### src/rtl/uart_pkg.sv
// Shared types and constants for the oversampling UART receive framer.
// The state encoding is fixed at 3 bits so that waveform and debug tooling can decode it.
package uart_pkg;

  typedef enum logic [2:0] {
    IDLE      = 3'd0,
    START     = 3'd1,
    DATA      = 3'd2,
    PARITY    = 3'd3,
    STOP      = 3'd4,
    WAIT_HIGH = 3'd5
  } state_t;

  localparam int DATA_BITS_DEF  = 8;
  localparam int OVERSAMPLE_DEF = 16;

  // Width of a counter that counts 0..range-1; never narrower than one bit.
  function automatic int cnt_width(input int range);
    return (range > 1) ? $clog2(range) : 1;
  endfunction

endpackage

### src/rtl/uart_rx_frame_sync_2ff.sv
// Two-flop synchroniser for one asynchronous input. Latency is 2 clocks and there is no backpressure.
// Both flops load RESET_VAL during reset, so an idle-high line does not look like a falling edge when reset is released.
module sync_2ff #(
  parameter logic RESET_VAL = 1'b1
) (
  input  logic clock,
  input  logic reset,
  input  logic d,
  output logic q
);

  logic meta;

  always_ff @(posedge clock) begin
    if (reset) begin
      meta <= RESET_VAL;
      q    <= RESET_VAL;
    end else begin
      meta <= d;
      q    <= meta;
    end
  end

endmodule

### src/rtl/uart_rx_frame.sv
// Oversampling UART receive framer: serial line in, one parallel word plus status pulses per frame.
// Pulses appear 1 clock after the stop-bit sampling tick. There is no backpressure; the consumer must take each pulse.
module uart_rx_frame
  import uart_pkg::*;
#(
  parameter int DATA_BITS  = DATA_BITS_DEF,
  parameter int OVERSAMPLE = OVERSAMPLE_DEF,
  parameter int PARITY_EN  = 0,
  parameter int PARITY_ODD = 0
) (
  input  logic                 clock,
  input  logic                 reset,
  input  logic                 tick,
  input  logic                 rx_in,
  output logic [DATA_BITS-1:0] data_out,
  output logic                 data_valid,
  output logic                 frame_error,
  output logic                 parity_error,
  output logic                 busy
);

  localparam int SW = cnt_width(OVERSAMPLE);
  localparam int BW = cnt_width(DATA_BITS);

  localparam logic [SW-1:0] S_MID    = SW'(OVERSAMPLE / 2 - 1);
  localparam logic [SW-1:0] S_END    = SW'(OVERSAMPLE - 1);
  localparam logic [BW-1:0] B_LAST   = BW'(DATA_BITS - 1);
  localparam logic          PAR_INIT = (PARITY_ODD != 0);

  state_t               state;
  logic [SW-1:0]        scnt;
  logic [BW-1:0]        bcnt;
  logic [DATA_BITS-1:0] shreg;
  logic                 par_flag;
  logic                 rx_s;

  sync_2ff #(
    .RESET_VAL (1'b1)
  ) u_sync (
    .clock (clock),
    .reset (reset),
    .d     (rx_in),
    .q     (rx_s)
  );

  assign busy = (state != IDLE);

  always_ff @(posedge clock) begin
    if (reset) begin
      state        <= IDLE;
      scnt         <= '0;
      bcnt         <= '0;
      shreg        <= '0;
      par_flag     <= 1'b0;
      data_out     <= '0;
      data_valid   <= 1'b0;
      frame_error  <= 1'b0;
      parity_error <= 1'b0;
    end else begin
      data_valid   <= 1'b0;
      frame_error  <= 1'b0;
      parity_error <= 1'b0;

      if (tick) begin
        case (state)
          IDLE: begin
            if (!rx_s) begin
              state <= START;
              scnt  <= '0;
            end
          end

          // A low line must still be low half a bit later, otherwise it was a glitch.
          START: begin
            if (scnt == S_MID) begin
              scnt     <= '0;
              bcnt     <= '0;
              par_flag <= 1'b0;
              state    <= rx_s ? IDLE : DATA;
            end else begin
              scnt <= scnt + SW'(1);
            end
          end

          DATA: begin
            if (scnt == S_END) begin
              scnt  <= '0;
              shreg <= {rx_s, shreg[DATA_BITS-1:1]};
              if (bcnt == B_LAST) begin
                bcnt  <= '0;
                state <= (PARITY_EN != 0) ? PARITY : STOP;
              end else begin
                bcnt <= bcnt + BW'(1);
              end
            end else begin
              scnt <= scnt + SW'(1);
            end
          end

          PARITY: begin
            if (scnt == S_END) begin
              scnt     <= '0;
              par_flag <= (rx_s != ((^shreg) ^ PAR_INIT));
              state    <= STOP;
            end else begin
              scnt <= scnt + SW'(1);
            end
          end

          // The word is published even on a bad stop bit so the consumer can inspect it.
          STOP: begin
            if (scnt == S_END) begin
              scnt     <= '0;
              data_out <= shreg;
              if (rx_s) begin
                data_valid   <= !par_flag;
                parity_error <= par_flag;
                state        <= IDLE;
              end else begin
                frame_error  <= 1'b1;
                parity_error <= par_flag;
                state        <= WAIT_HIGH;
              end
            end else begin
              scnt <= scnt + SW'(1);
            end
          end

          // A held-low line (break) must return high before a new start is accepted.
          WAIT_HIGH: begin
            if (rx_s) begin
              state <= IDLE;
            end
          end

          default: begin
            state <= IDLE;
            scnt  <= '0;
            bcnt  <= '0;
          end
        endcase
      end
    end
  end

endmodule

### config.mk
export PLATFORM = sky130hd
export DESIGN_NAME = uart_rx_frame
export DESIGN_NICKNAME = d
export VERILOG_FILES = /design/src/rtl/uart_pkg.sv /design/src/rtl/uart_rx_frame_sync_2ff.sv /design/src/rtl/uart_rx_frame.sv
export SDC_FILE = /design/constraint.sdc
export NUM_CORES = 1
export LEC_CHECK = 0
export CAP_MARGIN = 5
export CORE_ASPECT_RATIO = 0.8
export CORE_UTILIZATION = 52
export CTS_BUF_LIST = sky130_fd_sc_hd__clkbuf_4 sky130_fd_sc_hd__clkbuf_8
export CTS_CLUSTER_DIAMETER = 100
export DETAILED_ROUTE_END_ITERATION = 7
export PLACE_DENSITY = 0.77
export SLEW_MARGIN = 20
export SYNTH_ARGS = -nofsm -noshare
export SYNTH_HDL_FRONTEND = slang
export SYNTH_SLANG_ARGS = --single-unit
### constraint.sdc
create_clock -name clock -period 1.75 [get_ports clock]
set_input_delay 0.35 -clock clock [delete_from_list [all_inputs] [get_ports clock]]
set_output_delay 0.35 -clock clock [all_outputs]
set_load 0.01 [all_outputs]
==> flow_metrics.tcl, run 1 <==
set metrics [dict create \
    synth-seq-cells 32 \
    power_density_nw_per_um2 653.3 \
    initial_core_util_pct 54.67 \
    port_buffers 15 \
    grt_pass1_wl_um 5119 \
    clockRootBuffer "clkbuf_4" \
    critPathArrivalTime_ps 2000 \
    final_common_cell "dfxtp_1" \
    postSynthAreaPerCell_sq_um 9.679 \
    h-tree-depth 2 \
    die_h_um 50.04 \
    rows 17 \
    start_kind "flip-flop" \
    hold_viol 0 \
    drc_errors 0 \
    cts_tree "done" \
    syn_to_final_growth_pct 31.69 \
    finClkSkew_ps 12.04 \
    finalWorstSetupSlack_ps 0.8527 \
    irDropWorstVdd_uv 427.5 \
    final.period_utilization_pct 99.95 \
    cp_slowest_cell "or4_4" \
    place_ws_ps -91.95 \
    antenna_cells 0 \
    routed_via_density 5.246 \
    path_clk_slew_ps 90 \
    synth-edff-count 0 \
    grt_overflow 0 \
    numCtsBuffers 5 \
    clk_latency_ps 320 \
    path_class "flip-flop to flip-flop" \
    tightest_slew_ps 383.2 \
    path_max_fanout 4 \
    post-route-min-period_ps 1749 \
    drt_iter0_markers 32 \
    min_path_type "flip-flop to flip-flop" \
    dp_hpwl_um 2271 \
    synth_warnings 0 \
    antenna_found_initial 0 \
    synth_ff_type "dfxtp_1" \
    grt_max_degree 17 \
    layout_common_cells "26 x dfxtp_1, 20 x nor2_1, 19 x mux2i_1, 19 x buf_4, 14 x clkdlybuf4s50_1" \
    avgRoutedWirePerCell_um 13.78 \
    nNetsFinal 200 \
    vias 1217 \
    coreArea_sq_um 2744 \
    drv_slew 0 \
    gr-usage-all-layers_pct 23.10 \
    slowest_delay_ps 490 \
    fmax_mhz 571.7 \
    critPathCaptureType "flip-flop" \
    synth.distinct_cells 41 \
    drive_gt1_share_pct 26.80 \
    grt_pass1_vias 1162 \
    utilization_pct 72.00 \
    numClockSinks 32 \
    wl_um 3196 \
    syn-instance-count 155 \
    die_w_um 62.05 \
    async_reset_ff_share_pct 0 \
    cap_violations 0 \
    seq_area_frac_synth_pct 42.70 \
    finalSetupViolations 0 \
    die-area_sq_um 3105 \
    slew-limit-headroom_pct 74.19 \
    syn_nets 162 \
    num_io_pins 16 \
    outcome "completed" \
    firstDrtPassIters 4 \
    crit_required_ps 2000 \
    cts_buffer_depth 2 \
    rsz0062_at_grt "true" \
    path_cells "ha_4 -> and3_4 -> nand3b_1 -> o211a_4 -> or4_4 -> a21oi_2" \
    antenna_left 0 \
    ctsHoldBuffers 0 \
    syn-cell-area_sq_um 1500 \
    p_leak_nw 0.7196 \
    routabilityCongestion 0.9091 \
]
per-stage QoR:
step / TNS (ps) / area, sq um / std cells / total power [mW] / hold slack [ps]
6_report: 0 / 1976 / 232 / 1.291 / 425.4
5_1_grt: -62.65 / 1976 / 232 / 1.357 / 453.5
4_1_cts: 0 / 1937 / 231 / 1.296 / 419.2
3_5_place_dp: -1236 / 1838 / 222 / 0.8424 / 402.6
3_3_place_gp: -416.6 / 1838 / 222 / 0.8402 / 396.6
2_1_floorplan: 0 / 1503 / 155 / 0.8069 / 389.5
report_power, final:
group / internal [mW] / leakage (nW) / switching, mW
combinational: 0.0490 / 0.418 / 0.0461
clock: 0.229 / 0.0394 / 0.231
sequential: 0.729 / 0.262 / 0.00651
metal layers:
metal  vias to the layer above  part of all wire, %  track usage, %
li1                        622                    -               -
met1                       559                   47           30.41
met2                        31                   48           35.28
met3                         5                  3.8           6.824
met4                         0                  1.0           8.148
met5                         -                    0               0
synthesized netlist by cell type, drive strengths merged (2+ instances only):
cell type  count  area (sq um)
nor2          23         108.9
clkbuf         3         11.26
nand2         10         45.04
or2            2         12.51
dfxtp         32         640.6
or3            2         12.51
mux2i         19         190.2
nor3b          2         15.01
ha             3         37.54
o21ai          4         20.01
or4            2         15.01
nor3           2         10.01
xor2           2         17.52
inv            2         7.510
nand2b         5         31.28
nand3          3         15.01
xnor2          8         70.07
and3           2         12.51
a21oi          8         40.04
nand3b         2         15.01
buf            3         26.27
flip-flops by register name, summed over array words and instances, names as in the netlist:
register      cells
bcnt              3
u_sync.meta       1
data_out          8
u_sync.q          1
state             3
scnt              4
frame_error       1
shreg             8
par_flag          1
data_valid        1
parity_error      1
cell families after synthesis:
logic type      after synthesis  share of synthesized area (%)
mux                          19                          12.68
fa+ha+maj                     3                          2.502
buf+inv                       8                          3.002
flops                        32                          42.70
xor+xnor                     10                          5.839
simple gates                 62                          23.60
compound gates               21                          9.675
worst max-delay path, delay by kind of cell (launching register included):
family | cells | cell delay, ps
flip-flops | 1 | 350
AO/OA/AOI/OAI | 2 | 310
AND/OR/NAND/NOR | 3 | 860
adder cells (fa/ha/maj) | 1 | 170
area by class of cell:
cell class / count / area (sq um)
sequential: 32 / 653.1
timing repair buffer: 37 / 342.8
clock buffer: 8 / 66.31
inverter: 2 / 7.507
fill: 197 / 768.2
multi-input combinational: 115 / 858.3
tap: 38 / 47.55
repair_timing:
action,CTS,global route
gates resized for setup,10,9
pin swaps,3,6
endpoints found under the setup margin,5,9
setup buffers,1,1
final timing paths:
check	slack, ps	endpoint	cells after the start	startpoint
worst max-delay path	0.9	scnt[3]$_SDFFE_PP0P_	6	scnt[1]$_SDFFE_PP0P_
worst max register to register	0.9	scnt[3]$_SDFFE_PP0P_	6	scnt[1]$_SDFFE_PP0P_
worst min register to register	430	u_sync.q$_SDFF_PP1_	1	u_sync.meta$_SDFF_PP1_
worst min-delay path	430	u_sync.q$_SDFF_PP1_	1	u_sync.meta$_SDFF_PP1_
Note: power is estimated with default switching activity, not from simulation.
==> inputs of run 2 (changes only) <==
SETUP_SLACK_MARGIN = 0.5   (was default)
==> flow_metrics.tcl, run 2 (synthesized netlist as in run 1, its figures left out) <==
set metrics [dict create \
    rows 17 \
    placed_area_sq_um 1768 \
    cts_tree "done" \
    fin_area_sq_um 2117 \
    p_leak_nw 0.8151 \
    port_buffers 15 \
    final.period_utilization_pct 96.70 \
    antenna_left 0 \
    drc_errors 0 \
    avgRoutedWirePerCell_um 17.12 \
    drive_gt1_share_pct 49.51 \
    die_h_um 50.04 \
    path_clk_slew_ps 100 \
    stdcell_count 242 \
    wl_um 4144 \
    crit_required_ps 1970 \
    routed_via_density 5.587 \
    initial_core_util_pct 54.67 \
    antenna_cells 0 \
    nNetsFinal 210 \
    h-tree-depth 2 \
    grt_overflow 0 \
    coreArea_sq_um 2744 \
    clockRootBuffer "clkbuf_4" \
    cts_buffer_depth 2 \
    critPathArrivalTime_ps 1910 \
    slew-limit-headroom_pct 80.98 \
    reg_top3 "data_out: 8 flops, shreg: 8 flops, scnt: 4 flops" \
    cap_violations 0 \
    numCtsBuffers 5 \
    routabilityCongestion 0.8551 \
    fillers 175 \
    min_path_type "flip-flop to flip-flop" \
    path_max_fanout 3 \
    placed_cells 212 \
    antenna_found_initial 0 \
    dp_hpwl_um 2042 \
    outcome "completed" \
    hold_viol 0 \
    path_class "flip-flop to flip-flop" \
    die_w_um 62.05 \
    fmax_mhz 590.9 \
    post-route-min-period_ps 1692 \
    power_density_nw_per_um2 632.7 \
    grt_pass1_wl_um 5809 \
    finalSetupViolations 0 \
    grt_pass1_vias 1239 \
    grt_max_degree 17 \
    finClkSkew_ps 18.38 \
    utilization_pct 77.15 \
    irDropWorstVdd_uv 451.8 \
    num_io_pins 16 \
    critPathCaptureType "flip-flop" \
    fin_hold_ws_ps 419.6 \
    firstDrtPassIters 4 \
    drv_slew 0 \
    drt_iter0_markers 93 \
    gr-usage-all-layers_pct 26.01 \
    tightest_slew_ps 281.3 \
    clk_latency_ps 340 \
    die-area_sq_um 3105 \
    vias 1352 \
    start_kind "flip-flop" \
    final_common_cell "buf_4" \
    rsz0062_at_grt "true" \
    syn_to_final_growth_pct 41.12 \
    layout_common_cells "23 x buf_4, 20 x nor2_1, 19 x mux2i_1" \
    numClockSinks 32 \
]
-- run 2: layer usage --
layer  up-vias  part of all wire, %  global-route usage, %
met5         -                    0                      0
li1        644                    -                      -
met2        45                   47                  36.88
met3        13                  4.9                  8.136
met4         0                  2.8                  11.48
met1       650                   45                  35.48
-- run 2: final timing paths --
check | end | depth (start not counted) | from | slack, ps
max | scnt[3]$_SDFFE_PP0P_ | 8 | scnt[1]$_SDFFE_PP0P_ | 60
min | u_sync.q$_SDFF_PP1_ | 1 | u_sync.meta$_SDFF_PP1_ | 420
max reg2reg | scnt[3]$_SDFFE_PP0P_ | 8 | scnt[1]$_SDFFE_PP0P_ | 60
min reg2reg | u_sync.q$_SDFF_PP1_ | 1 | u_sync.meta$_SDFF_PP1_ | 420
-- run 2: critical path, stage by stage (launching register included) --
cell       delay [ps]
dfxtp_2           360
ha_4              150
and3_4            200
nand3b_1          120
o211a_4           190
buf_6             100
buf_6             110
a2bb2oi_1         270
a21oi_2            80
-- run 2: final cells by class --
| class | count | area (sq um) | share of cell area (%) |
|---|---|---|---|
| clock buffers | 7 | 58.81 | 2.778 |
| clock inverters | 1 | 7.507 | 0.3546 |
| inverters | 2 | 7.507 | 0.3546 |
| multi-input cells | 115 | 940.9 | 44.44 |
| flip-flops and latches | 32 | 673.1 | 31.80 |
| well taps | 38 | 47.55 | 2.246 |
| repair buffers | 47 | 381.6 | 18.03 |
-- run 2: power by group --
part	switching, mW	total, mW	leakage, nW	internal (mW)
Sequential	0.00713	0.735	0.268	0.728
Combinational	0.0638	0.133	0.512	0.0693
Clock	0.259	0.472	0.0349	0.212
-- run 2: metrics by stage --
step / setup slack (ps) / setup TNS (ps) / total power, mW
2_1_floorplan: 142.4 / 0 / 0.8107
3_3_place_gp: 46.41 / 0 / 0.8422
3_5_place_dp: -0.1085 / -0.1085 / 0.8438
4_1_cts: 69.72 / 0 / 1.326
5_1_grt: -16.31 / -24.72 / 1.394
6_report: 57.71 / 0 / 1.339
-- run 2: what timing repair did --
| action | CTS | global route |
|---|---|---|
| pin swaps | 16 | 15 |
| buffers inserted | 15 | 7 |
| gates cloned | 0 | 0 |
| hold buffers | 0 | 0 |
| gates resized for setup | 68 | 26 |
| setup endpoints to repair | 41 | 35 |
==> inputs of run 3 (changes only) <==
SLEW_MARGIN = 0   (was 20)
==> results of run 3 <==
Final layout, timing and power as in run 2 (identical DEF).
==> RTL edit (config.mk and constraints of run 2) <==
One comparison of `scnt` changes from == to >=.
--- a/src/rtl/uart_rx_frame.sv
+++ b/src/rtl/uart_rx_frame.sv
@@ -73,5 +73,5 @@
           // A low line must still be low half a bit later, otherwise it was a glitch.
           START: begin
-            if (scnt == S_MID) begin
+            if (scnt >= S_MID) begin
               scnt     <= '0;
               bcnt     <= '0;
Behaviour: same outputs for any inputs over 10 cycles, from zero or initial values and one cycle with reset high; that may be too few to reach the edited logic, so the function may still have changed.
==> RTL edit against run 2 <==
Synthesized cell count grew 3.9%. Sequential cell count is the same. Design area grew 3.2%. Area after synthesis grew 3.1%. Worst setup slack gained 0.088 ns. Wire length grew 0.12%. Clock skew shrank 0.013 ns. Largest cell class unchanged.
Power is not compared: it rests on default switching activity, and its combinational part moved more than twofold at a synthesized area within 25%.
==> RTL edit: results (changes against run 2) <==
Outcome: completed (unchanged)
Post-synthesis sequential area ratio: 41.4% (was 42.7%)
Worst hold slack: 0.415 ns (was 0.420 ns)
R2R Path Start: state[2]$_SDFFE_PP0P_ (was scnt[1]$_SDFFE_PP0P_)
Post-cts sizing count: 35 (was 68)
Inverters: 3 (was 2)
Worst-Skew Late Latency: 0.29 ns (was 0.34 ns)
Peak per-stage delay on the critical path: 0.41 ns (was 0.36 ns)
WL met3: 289 um (was 201 um)
Metal-1 WL: 1.78 mm (was 1.88 mm)
Layout cells sized above 1: 39.7% (was 49.5%)
Fraction of area in multi-input gates: 45.2% (was 44.4%)
Syn_nets: 168 (was 162)
FF-to-FF End: par_flag$_SDFFE_PP0P_ (was scnt[3]$_SDFFE_PP0P_)
Multi-input gate count: 119 (was 115)
Clock buffer cells: 6 (was 7)
Clk slew on worst S/H paths: 0.06 ns (was 0.10 ns)
Register-to-register setup slack: 0.15 ns (was 0.06 ns)
Non-clock buffers: 43 (was 47)
Via density per instance: 5.67 (was 5.59)
DP Wirelength: 2.22 mm (was 2.04 mm)
Mux cell area share after synthesis: 13.6% (was 12.7%)
Arr. time, crit path: 1.82 ns (was 1.91 ns)
Final nets: 211 (was 210)
Most instantiated cells after synthesis: 32 x dfxtp_1, 28 x nor2_1, 21 x mux2i_1 (was 32 x dfxtp_1, 20 x nor2_1, 19 x mux2i_1)
Tot GR Track Use: 25.0% (was 26.0%)
Clk_skew: 0.00489 ns (was 0.0184 ns)
Area contributors post-synth: dfxtp_1 41%, mux2i_1 14%, nor2_1 6.8% (was dfxtp_1 43%, mux2i_1 13%, nor2_1 5.0%)
Slowest-stage cell, CP: or3_4 (was dfxtp_2)
Vias in the first global route: 1,328 (was 1,239)
Final WL: 4.15 mm (was 4.14 mm)
First-pass GRT wire length: 5.93 mm (was 5.81 mm)
Synth Area in Compound Gates: 11.9% (was 9.67%)
Non-clock buffer share: 18.2% (was 18.0%)
Place WS: -0.151 ns (was -0.000108 ns)
Post-synth cell types: 42 (was 41)
Root Driver: clkbuf_8 (was clkbuf_4)
Clk tree area frac: 3.72% (was 3.13%)
-- RTL edit: worst max-delay path by stage --
stage,start,slack [ns],end
floorplan,scnt[0]$_SDFFE_PP0P_,0.17,shreg[0]$_SDFFE_PP0P_
global placement,tick,-0.05,par_flag$_SDFFE_PP0P_
detailed placement,tick,-0.15,par_flag$_SDFFE_PP0P_
CTS,state[0]$_SDFFE_PP0P_,0.20,busy
global route,scnt[0]$_SDFFE_PP0P_,0.08,shreg[0]$_SDFFE_PP0P_
finish,state[2]$_SDFFE_PP0P_,0.15,par_flag$_SDFFE_PP0P_
-- RTL edit: per-layer routing --
layer	GRT usage [%]	up-vias
met3	6.59	12
met2	43.5	54
met5	0	-
met4	12.4	0
met1	28.4	652
li1	-	655
-- RTL edit: through the flow --
step	cell area (um2)	util (%)	std cells
after floorplan	1620	-	161
after global routing	2180	78.4	242
after global placement	1890	67.8	221
after detailed placement	1890	67.8	221
after CTS	2090	74.9	238
final	2180	78.4	242
